$ cat src/rtl/debounce_pkg.sv
// Shared definitions for the input debouncer: FSM encoding and default tuning.
package debounce_pkg;

    localparam int unsigned SYNC_STAGES_DEF     = 2;
    localparam int unsigned DEBOUNCE_CYCLES_DEF = 4;

    // Debounce FSM: two stable levels, each with a qualification state for the opposite level
    typedef enum logic [1:0] {
        ST_LOW      = 2'd0,
        ST_CHK_HIGH = 2'd1,
        ST_HIGH     = 2'd2,
        ST_CHK_LOW  = 2'd3
    } deb_state_e;

endpackage

$ cat src/rtl/sync_chain.sv
// Multi-flop synchroniser for a single asynchronous bit; resets to 0.
module sync_chain #(
    parameter int unsigned DEPTH = 2
) (
    input  logic clk,
    input  logic rst_n,
    input  logic d,
    output logic q
);

    logic [DEPTH-1:0] stage;

    // Shift the raw bit through DEPTH flops; only the last one is used downstream
    always_ff @(posedge clk or negedge rst_n) begin
        if (!rst_n) begin
            stage <= '0;
        end else begin
            stage <= {stage[DEPTH-2:0], d};
        end
    end

    assign q = stage[DEPTH-1];

endmodule

$ cat src/rtl/input_debouncer.sv
// Synchronises a raw input, accepts a new level only after it has been seen
// DEBOUNCE_CYCLES consecutive cycles, and counts rejected candidate transitions.
module input_debouncer
    import debounce_pkg::*;
#(
    parameter int unsigned SYNC_STAGES     = SYNC_STAGES_DEF,
    parameter int unsigned DEBOUNCE_CYCLES = DEBOUNCE_CYCLES_DEF,
    parameter int unsigned CNT_W           = 3,
    parameter int unsigned GLITCH_W        = 8
) (
    input  logic                clk,
    input  logic                rst_n,
    input  logic                sig_raw,
    input  logic                glitch_clr,
    output logic                sign_out,
    output logic                busy,
    output logic [GLITCH_W-1:0] glitch_cnt
);

    localparam logic [CNT_W-1:0]    CNT_ONE  = CNT_W'(1);
    localparam logic [CNT_W-1:0]    CNT_LAST = CNT_W'(DEBOUNCE_CYCLES - 1);
    localparam logic [GLITCH_W-1:0] GL_MAX   = {GLITCH_W{1'b1}};
    localparam logic [GLITCH_W-1:0] GL_ONE   = GLITCH_W'(1);

    logic             sync_q;
    deb_state_e       state;
    logic [CNT_W-1:0] cnt;
    logic             glitch_ev_c;

    sync_chain #(
        .DEPTH (SYNC_STAGES)
    ) u_sync (
        .clk   (clk),
        .rst_n (rst_n),
        .d     (sig_raw),
        .q     (sync_q)
    );

    // A candidate is rejected when the synchronised level reverts during qualification
    assign glitch_ev_c = ((state == ST_CHK_HIGH) && !sync_q) ||
                         ((state == ST_CHK_LOW)  &&  sync_q);

    // Debounce FSM with stability counter; sign_out/busy follow the state being entered
    always_ff @(posedge clk or negedge rst_n) begin
        if (!rst_n) begin
            state    <= ST_LOW;
            cnt      <= '0;
            sign_out <= 1'b0;
            busy     <= 1'b0;
        end else begin
            case (state)
                ST_LOW: begin
                    if (sync_q) begin
                        state <= ST_CHK_HIGH;
                        cnt   <= CNT_ONE;
                        busy  <= 1'b1;
                    end
                end
                ST_CHK_HIGH: begin
                    if (!sync_q) begin
                        state <= ST_LOW;
                        cnt   <= '0;
                        busy  <= 1'b0;
                    end else if (cnt == CNT_LAST) begin
                        state    <= ST_HIGH;
                        cnt      <= '0;
                        busy     <= 1'b0;
                        sign_out <= 1'b1;
                    end else begin
                        cnt <= cnt + CNT_ONE;
                    end
                end
                ST_HIGH: begin
                    if (!sync_q) begin
                        state <= ST_CHK_LOW;
                        cnt   <= CNT_ONE;
                        busy  <= 1'b1;
                    end
                end
                ST_CHK_LOW: begin
                    if (sync_q) begin
                        state <= ST_HIGH;
                        cnt   <= '0;
                        busy  <= 1'b0;
                    end else if (cnt == CNT_LAST) begin
                        state    <= ST_LOW;
                        cnt      <= '0;
                        busy     <= 1'b0;
                        sign_out <= 1'b0;
                    end else begin
                        cnt <= cnt + CNT_ONE;
                    end
                end
                default: begin
                    state    <= ST_LOW;
                    cnt      <= '0;
                    busy     <= 1'b0;
                    sign_out <= 1'b0;
                end
            endcase
        end
    end

    // Saturating rejected-transition counter; clear takes priority over a same-cycle glitch
    always_ff @(posedge clk or negedge rst_n) begin
        if (!rst_n) begin
            glitch_cnt <= '0;
        end else if (glitch_clr) begin
            glitch_cnt <= '0;
        end else if (glitch_ev_c && (glitch_cnt != GL_MAX)) begin
            glitch_cnt <= glitch_cnt + GL_ONE;
        end
    end

endmodule

$ cat config.mk
export PLATFORM = sky130hd
export DESIGN_NAME = input_debouncer
export DESIGN_NICKNAME = d
export VERILOG_FILES = /design/src/rtl/debounce_pkg.sv /design/src/rtl/sync_chain.sv /design/src/rtl/input_debouncer.sv
export SDC_FILE = /design/constraint.sdc
export NUM_CORES = 1
export LEC_CHECK = 0
export CORE_MARGIN = 2
export CORE_UTILIZATION = 34
export DETAILED_ROUTE_END_ITERATION = 8
export GPL_ROUTABILITY_DRIVEN = 0
export SYNTH_ARGS = -nofsm -noshare
export SYNTH_HDL_FRONTEND = slang
export SYNTH_SLANG_ARGS = --single-unit
$ cat constraint.sdc
create_clock -name clk -period 2.6 [get_ports clk]
set_input_delay 0.39 -clock clk [delete_from_list [all_inputs] [get_ports clk]]
set_output_delay 0.39 -clock clk [all_outputs]
set_load 0.005 [all_outputs]
==> results of run 1 <==
-- cell type report --
class	count	area (µm²)
fillers	219	1240
flip-flops and latches	17	425.4
multi-input cells	57	354.1
repair buffers	13	130.1
well taps	28	35.03
clock buffers	3	22.52
clock inverters	1	5.005
-- logic make-up after synthesis --
kind of cell / count (synthesis) / share of synthesized area [%]
fa+ha+maj: 2 / 3.120
simple gates: 31 / 20.28
buf+inv: 3 / 2.808
flops: 17 / 53.04
compound gates: 19 / 14.20
xor+xnor: 4 / 5.305
mux: 1 / 1.248
-- per-stage QoR --
step                cells  util (%)  cell area [µm²]
floorplan              77         -            802.0
global placement      115     42.70            944.7
detailed placement    115     42.70            944.7
CTS                   119     43.95            972.2
global route          119     43.95            972.2
finish                119     43.95            972.2
-- critical path, cell delays in order, from the launching register on --
cell and delay [ns]:
dfrtp_1 0.44, ha_1 0.26, nand3_1 0.14, o211ai_2 0.22, or3_2 0.51, a21oi_1 0.15
-- cells in the mapped netlist (all sizes together), types with 2 or more instances --
cell type | instances | area [µm²]
nand3 | 5 | 25.02
buf | 3 | 22.52
ha | 2 | 25.02
a21oi | 6 | 30.03
nor2 | 6 | 22.52
o21ai | 8 | 40.04
o21a | 2 | 15.01
xor2 | 3 | 26.28
nand2 | 8 | 30.03
or3 | 4 | 26.28
dfrtp | 17 | 425.4
-- layer usage --
layer  vias to the layer above  part of all wire (%)
met5                         -                     0
met1                       300                    49
li1                        306                     -
met4                         0                   1.2
met2                         8                    48
met3                         2                   1.8
-- power groups by stage --
stage / Sequential (mW) / Clock (mW) / Combinational (mW)
5_1_grt: 0.389 / 0.165 / 0.262
3_3_place_gp: 0.379 / 0 / 0.220
4_1_cts: 0.377 / 0.146 / 0.227
6_report: 0.377 / 0.141 / 0.223
2_1_floorplan: 0.360 / 0 / 0.185
3_5_place_dp: 0.383 / 0 / 0.226
-- sequential cells by signal (all words and copies together) (netlist names), named ones only --
name,flops
busy,1
cnt,3
glitch_cnt,8
sign_out,1
state,1
u_sync.stage,2
-- final timing paths --
check                             endpoint             from
max in group asynchronous    glitch_cnt[6]            rst_n
min                        u_sync.stage[1]  u_sync.stage[0]
min in group asynchronous           cnt[2]            rst_n
min reg2reg                u_sync.stage[1]  u_sync.stage[0]
max                          glitch_cnt[3]    glitch_cnt[0]
max reg2reg                  glitch_cnt[3]    glitch_cnt[0]
==> flow_metrics.py, run 1 <==
metrics = {
    "outcome": {
        "status": "finished, final reports clean",
    },
    "synthesis": {
        "ys_ff_latch": 17,
        "avgSynthCellArea_um2": 10.42,
        "synth_edf_count": 0,
        "synth.net_count": 83,
        "synth_area_um2": 802.0,
        "yosysUniqueCellTypes": 27,
        "synth-warning-count": 0,
        "ys_seq_area_share_pct": 53.04,
        "synthFlopType": "dfrtp_1",
        "ys_async_sr_fraction_pct": 100.0,
        "syn_inst": 77,
    },
    "timing": {
        "layout_min_cycle_time_ns": 1.798,
        "relSlewSlack_pct": 48.20,
        "holdWs_ns": 0.3634,
        "worstMarginPinSlew_ns": 0.7746,
        "slew_violations": 0,
        "finalSetupTns_ns": 0,
        "clock_skew_ns": 0.008097,
        "fmax_mhz": 556.3,
        "fin_ws_ns": 0.8024,
        "grt_setup_unrepaired": "no",
        "finalHoldViolCount": 0,
        "post-route-period-util_pct": 69.14,
        "setup_viol": 0,
    },
    "route": {
        "vias": 616,
        "dr.pass1.iters": 4,
        "wire_per_inst_um": 12.95,
        "viasPerCell": 5.176,
        "routed_wl_um": 1541,
        "ant_nets": 0,
        "drt-initial-drc-count": 9,
        "drc": 0,
    },
    "power_and_ir_drop": {
        "p_sw_uw": 255.7,
        "p_per_area_nw_per_um2": 762.3,
        "power_uw": 741.1,
        "p_clk_share_pct": 19.1,
        "vdd_ir_drop_max_uv": 359.7,
        "p_leak_nw": 0.4058,
        "comb_power_share_pct": 30.1,
        "sw_frac_of_total_pct": 34.50,
        "p_seq_share_pct": 50.8,
        "p_int_uw": 485.4,
    },
    "finish": {
        "mostFrequentLayoutCell": "dfrtp_1",
        "layout_common_cells": "17 x dfrtp_1, 13 x clkdlybuf4s50_1, 8 x nand2_1, 8 x o21ai_0",
        "syn_to_final_growth_pct": 21.22,
        "drive_gt1_share_pct": 8.791,
        "fin_nets": 98,
        "diodes": 0,
    },
    "global_route": {
        "grt_max_degree": 18,
        "globalRouteOverflowTotal": 0,
        "grt_usage_pct": 13.56,
        "met3_usage_pct": 1.714,
        "globalRouteMet2Util_pct": 21.04,
        "grt-busiest-layer": "met2",
        "antenna_found_initial": 0,
        "grt_pass1_wl_um": 2780,
        "grt_pass1_vias": 619,
        "met1_usage_pct": 18.63,
    },
    "clock_network": {
        "post_cts_buffers": 0,
        "clockBufferDepth": 2,
        "ctsHoldBuffers": 0,
        "numCtsBuffers": 3,
        "root_buffer": "clkbuf_4",
        "clkTransAtPathRegs_ns": 0.11,
        "cts_sinks": 17,
        "cts_tree": "yes",
        "cts_resized": 0,
        "htreeDepth": 1,
        "insertion_delay_ns": 0.29,
    },
    "placed_design": {
        "dp_slack_ns": 0.8473,
        "port_buffers": 13,
        "dp_hpwl_um": 1090,
    },
    "job": {
        "drv_cap": 0,
    },
    "worst_setup_path": {
        "crit_path_max_fanout": 12,
        "start_kind": "register",
        "worstPathRequired_ns": 2.81,
        "arrival_ns": 2.01,
        "end_kind": "register",
        "r2r_slack_ns": 0.80,
        "crit_type": "reg2reg",
        "r2r_cells": 5,
    },
    "floorplan": {
        "core_area_um2": 2212,
        "dieArea_um2": 2764,
        "pin_count": 14,
        "die_w_um": 52.57,
        "start_util_pct": 36.26,
        "rows": 17,
        "die_y_um": 52.57,
    },
    "hold_path": {
        "min_path_type": "reg2reg",
        "hold_depth": 0,
    },
}
Power figures use the tool's default switching activity.
==> run 2, diff against run 1 <==
==> constraint.sdc (replaced) <==
create_clock -name clk -period 1.64 [get_ports clk]
set_input_delay 0.246 -clock clk [delete_from_list [all_inputs] [get_ports clk]]
set_output_delay 0.246 -clock clk [all_outputs]
set_load 0.005 [all_outputs]
==> run 2 against run 1 <==
Sequential cell count did not move. Critical path depth unchanged. Wire length down 1.5%. Final cell count rose by 6.7%. Clock skew down 0.0046 ns. First-iteration DRC count down 22%. Highest routed layer unchanged. Power is 74% higher. Count of clock-buffer cells in the layout increased by 1. Register-to-register slack got worse by 0.69 ns. Global-route usage grew 0.59 points.
==> flow_metrics.py, run 2 (synthesis gave the netlist of run 1 again) <==
metrics = {
    "outcome": {
        "status": "finished, final reports clean",
    },
    "worst_setup_path": {
        "worstPathRequired_ns": 1.86,
        "end_kind": "register",
        "crit_buf_inv": 0,
        "arrival_ns": 1.75,
        "cp_top_family": "simple AND/OR/NAND/NOR gates",
        "start_kind": "register",
        "slowest_stage": "or3_2",
        "crit_chain": "ha_1, nand3_2, o211ai_4, or3_2, a21oi_1",
        "critPathMaxStageDelay_ns": 0.46,
        "crit_type": "reg2reg",
        "crit_path_max_fanout": 9,
    },
    "floorplan": {
        "core_area_um2": 2212,
        "dieArea_um2": 2764,
        "pin_count": 14,
        "die_y_um": 52.57,
        "start_util_pct": 36.26,
        "die_w_um": 52.57,
        "rows": 17,
    },
    "route": {
        "wire_per_inst_um": 11.95,
        "dr.pass1.iters": 4,
        "ant_nets": 0,
        "viasPerCell": 4.969,
        "drc": 0,
        "vias": 631,
        "routed_wl_um": 1518,
        "drt-initial-drc-count": 7,
    },
    "power_and_ir_drop": {
        "sw_frac_of_total_pct": 33.39,
        "p_clk_share_pct": 17.3,
        "p_sw_uw": 430.1,
        "comb_power_share_pct": 38.7,
        "power_mw": 1.288,
        "p_int_uw": 858.0,
        "p_leak_nw": 0.4490,
        "vdd_ir_drop_max_uv": 627.0,
        "p_seq_share_pct": 44.0,
        "p_per_area_nw_per_um2": 1223,
    },
    "placed_design": {
        "port_buffers": 13,
        "dp_hpwl_um": 1155,
        "place_area_um2": 1005,
        "dp_slack_ns": 0.07692,
    },
    "timing": {
        "layout_min_cycle_time_ns": 1.532,
        "worstMarginPinSlew_ns": 0.3244,
        "finalSetupTns_ns": 0,
        "slew_violations": 0,
        "grt_setup_unrepaired": "no",
        "setup_viol": 0,
        "relSlewSlack_pct": 78.30,
        "finalHoldViolCount": 0,
        "fmax_mhz": 652.6,
        "post-route-period-util_pct": 93.43,
        "clock_skew_ns": 0.003541,
        "fin_ws_ns": 0.1077,
    },
    "clock_network": {
        "root_buffer": "clkbuf_4",
        "cts_tree": "yes",
        "post_cts_buffers": 0,
        "clkTransAtPathRegs_ns": 0.10,
        "htreeDepth": 1,
        "cts_sinks": 17,
        "insertion_delay_ns": 0.29,
        "numCtsBuffers": 3,
        "clockBufferDepth": 2,
    },
    "finish": {
        "drive_gt1_share_pct": 18.18,
        "reg_top3": "glitch_cnt (8), cnt (3), u_sync.stage (2)",
        "diodes": 0,
        "regMostFlops": "glitch_cnt",
        "area.sequential_um2": 427.9,
        "multi_input_area_um2": 370.4,
        "layout_common_cells": "15 x dfrtp_1, 13 x clkdlybuf4s50_1, 8 x nand2_1, 8 x o21ai_0, 7 x buf_4",
        "largest_reg_flops": 8,
        "fillers": 216,
        "fin_util_pct": 47.62,
        "post-route-cell-area_um2": 1054,
        "mostFrequentLayoutCell": "dfrtp_1",
        "fin_nets": 106,
        "syn_to_final_growth_pct": 31.36,
    },
    "job": {
        "drv_cap": 0,
    },
    "global_route": {
        "globalRouteOverflowTotal": 0,
        "grt_pass1_vias": 603,
        "grt_usage_pct": 14.16,
        "grt_pass1_wl_um": 2746,
        "grt_max_degree": 18,
        "antenna_found_initial": 0,
    },
    "hold_path": {
        "min_path_type": "in2async",
    },
}
-- run 2: cell type report --
| cell class | count | share of cell area, % |
|---|---|---|
| Timing Repair Buffer | 21 | 18.41 |
| Multi-Input combinational cell | 57 | 35.15 |
| Clock buffer | 4 | 2.494 |
| Sequential cell | 17 | 40.62 |
| Tap cell | 28 | 3.325 |
-- run 2: final timing paths --
kind / from / to / slack [ns] / cells after the start
setup / recovery: glitch_cnt[0] / glitch_cnt[3] / 0.11 / 5
hold reg to reg: u_sync.stage[0] / u_sync.stage[1] / 0.36 / 0
min in group clk: u_sync.stage[0] / u_sync.stage[1] / 0.36 / 0
setup reg to reg: glitch_cnt[0] / glitch_cnt[3] / 0.11 / 5
max in group asynchronous: rst_n / glitch_cnt[3] / 1.18 / 2
hold / removal: rst_n / glitch_cnt[4] / 0.26 / 2
-- run 2: through the flow --
stage / instances / hold WS (ns)
floorplan: 77 / -0.04959
global placement: 123 / 0.3346
detailed placement: 123 / 0.3484
CTS: 127 / 0.2579
global route: 127 / 0.2534
finish: 127 / 0.2605
-- run 2: power by group through the flow --
stage | combinational (mW) | clock (mW) | sequential (mW)
finish | 0.499 | 0.223 | 0.566
global route | 0.554 | 0.264 | 0.581
CTS | 0.482 | 0.237 | 0.564
detailed placement | 0.478 | 0 | 0.573
global placement | 0.471 | 0 | 0.569
floorplan | 0.293 | 0 | 0.571
-- run 2: timing repair --
action | in CTS | in global routing
hold buffers | 0 | 0
endpoints found under the setup margin | 0 | 6
gates resized for setup | 0 | 6
-- run 2: routing by layer --
| layer | track usage, % | wire length [µm] | part of all wire [%] | vias to the layer above |
|---|---|---|---|---|
| met3 | 1.714 | 33 | 2.2 | 5 |
| met2 | 19.58 | 683 | 45 | 12 |
| met4 | 11.54 | 58 | 3.8 | 0 |
| li1 | - | - | - | 323 |
| met1 | 19.56 | 743 | 49 | 291 |
| met5 | 0 | 0 | 0 | - |
==> run 3, diff against run 2 <==
--- a/config.mk
+++ b/config.mk
@@ -6,9 +6,10 @@
 export NUM_CORES = 1
 export LEC_CHECK = 0
 export CORE_MARGIN = 2
-export CORE_UTILIZATION = 34
+export CORE_UTILIZATION = 45
 export DETAILED_ROUTE_END_ITERATION = 8
 export GPL_ROUTABILITY_DRIVEN = 0
+export PLACE_DENSITY = 0.72
 export SYNTH_ARGS = -nofsm -noshare
 export SYNTH_HDL_FRONTEND = slang
 export SYNTH_SLANG_ARGS = --single-unit
==> run 3 against run 2 <==
Maximum frequency shrank 3.6%. Sequential share of layout area down 0.38 points. First-iteration DRC count fell by 86%. Final cell count down 0.79%. Count of clock-buffer cells in the layout is 1 lower. Die area down 23%. Sequential power barely moved. Highest routed layer unchanged. Critical path depth shrank 3. Power is 1.1% lower. Largest power group unchanged.
==> flow_metrics.py, run 3 (synthesis gave the netlist of run 1 again) <==
metrics = {
    "route": {
        "vias": 630,
        "routed.top_layer": "met4",
        "drc": 0,
        "ant_nets": 0,
        "drt-initial-drc-count": 1,
        "drt-met1-wl_um": 745,
        "viasPerCell": 5.000,
        "wire_per_inst_um": 11.43,
        "dr.pass1.iters": 4,
        "routed_wl_um": 1440,
        "dr_wl_met2_um": 641,
        "wl_met3_um": 33,
    },
    "hold_path": {
        "min_path_type": "in2async",
    },
    "timing": {
        "post-route-period-util_pct": 96.88,
        "fin_ws_ns": 0.05117,
        "holdWs_ns": 0.2662,
        "worstMarginPinSlew_ns": 0.3105,
        "slew_violations": 0,
        "fmax_mhz": 629.4,
        "clock_skew_ns": 0.002752,
        "finalHoldViolCount": 0,
        "relSlewSlack_pct": 79.24,
        "setup_viol": 0,
        "layout_min_cycle_time_ns": 1.589,
    },
    "global_route": {
        "grt_pass1_vias": 559,
        "globalRouteOverflowTotal": 0,
        "grt_max_degree": 18,
        "grt_pass1_wl_um": 2463,
        "antenna_found_initial": 0,
        "grt_usage_pct": 16.19,
    },
    "floorplan": {
        "start_util_pct": 46.96,
        "die_w_um": 46.22,
        "dieArea_um2": 2136,
        "pin_count": 14,
        "die_y_um": 46.22,
        "core_area_um2": 1708,
        "rows": 15,
    },
    "power_and_ir_drop": {
        "p_sw_uw": 426.6,
        "p_int_uw": 847.5,
        "p_leak_nw": 0.4593,
        "p_seq_share_pct": 44.5,
        "p_clk_share_pct": 17.5,
        "p_per_area_nw_per_um2": 1198,
        "power_mw": 1.274,
        "vdd_ir_drop_max_uv": 613.0,
        "sw_frac_of_total_pct": 33.48,
        "comb_power_share_pct": 38.0,
    },
    "clock_network": {
        "cts_sinks": 17,
        "insertion_delay_ns": 0.29,
        "cts_tree": "yes",
        "htreeDepth": 1,
        "numCtsBuffers": 3,
        "ctsHoldBuffers": 0,
        "clkTransAtPathRegs_ns": 0.10,
        "clockBufferDepth": 2,
        "root_buffer": "clkbuf_4",
    },
    "worst_setup_path": {
        "crit_path_max_fanout": 4,
        "arrival_ns": 1.34,
        "crit_type": "reg2out",
        "worstPathRequired_ns": 1.39,
        "r2r_cells": 4,
        "r2r_slack_ns": 0.12,
        "start_kind": "register",
        "end_kind": "output port",
        "r2r-end": "glitch_cnt[3]",
    },
    "finish": {
        "largest_reg_flops": 8,
        "layout_common_cells": "15 x dfrtp_1, 13 x clkdlybuf4s50_1, 9 x buf_4, 8 x nand2_1, 8 x o21ai_0",
        "fin_util_pct": 62.27,
        "mostFrequentLayoutCell": "dfrtp_1",
        "reg_top3": "glitch_cnt (8), cnt (3), u_sync.stage (2)",
        "diodes": 0,
        "finalNonFillerCells": 126,
        "syn_to_final_growth_pct": 32.61,
        "drive_gt1_share_pct": 20.79,
        "fin_nets": 108,
        "fillers": 153,
        "regMostFlops": "glitch_cnt",
    },
    "placed_design": {
        "dp_hpwl_um": 1086,
        "port_buffers": 13,
        "dp_slack_ns": 0.08403,
        "dp.cells": 120,
    },
    "job": {
        "drv_cap": 0,
    },
    "outcome": {
        "status": "finished, final reports clean",
    },
}
==> run 3: cell count changes in the layout (fill, tap and decap cells not counted) <==
cell      previous run  this run
clkbuf_1             1         0
or2_4                1         0
clkinv_2             0         1
or2_2                0         1
buf_4                7         9
==> run 3: area by class of cell <==
type                            instances  area [µm²]  area share, %
Multi-Input combinational cell         57       367.9          34.59
Clock buffer                            3       22.52          2.118
Clock inverter                          1       5.005         0.4706
Tap cell                               25       31.28          2.941
Sequential cell                        17       427.9          40.24
Timing Repair Buffer                   23       209.0          19.65
==> run 3: how the worst max path moves through the flow <==
stage	startpoint	endpoint	slack, ns	cells past startpoint
2_1_floorplan	glitch_cnt[0]	glitch_cnt[4]	0.09	6
4_1_cts	glitch_cnt[2]	glitch_cnt[2]	0.04	2
6_report	glitch_cnt[2]	glitch_cnt[2]	0.05	2
3_5_place_dp	glitch_cnt[0]	glitch_cnt[3]	0.08	5
3_3_place_gp	glitch_cnt[3]	glitch_cnt[7]	0.12	4
5_1_grt	glitch_cnt[2]	glitch_cnt[2]	-0.002	2
==> run 3: worst max-delay path, cell delays in order (launching register included) <==
cell and delay (ns):
dfrtp_1 0.43, buf_6 0.13, clkdlybuf4s50_1 0.49
==> run 3: timing repair <==
| action | in CTS | in global routing |
|---|---|---|
| setup buffers | 0 | 2 |
| endpoints found under the setup margin | 0 | 6 |
| resized for setup | 0 | 5 |
==> run 3: through the flow <==
step | TNS, ns | instance area, µm²
floorplan | 0 | 802.0
global placement | 0 | 1001
finish | 0 | 1064
CTS | 0 | 1028
detailed placement | 0 | 1001
global route | -0.002148 | 1064
==> run 3: power groups by stage <==
stage / registers, mW / clock network, mW / logic, mW
2_1_floorplan: 0.571 / 0 / 0.293
3_3_place_gp: 0.569 / 0 / 0.469
3_5_place_dp: 0.572 / 0 / 0.476
4_1_cts: 0.566 / 0.230 / 0.477
5_1_grt: 0.583 / 0.255 / 0.548
6_report: 0.567 / 0.223 / 0.484
==> run 3: per-layer routing <==
metal | vias up | global-route usage [%]
met5 | - | 0
met4 | 0 | 6.857
met3 | 2 | 3.529
met2 | 8 | 21.11
met1 | 297 | 25.12
li1 | 323 | -
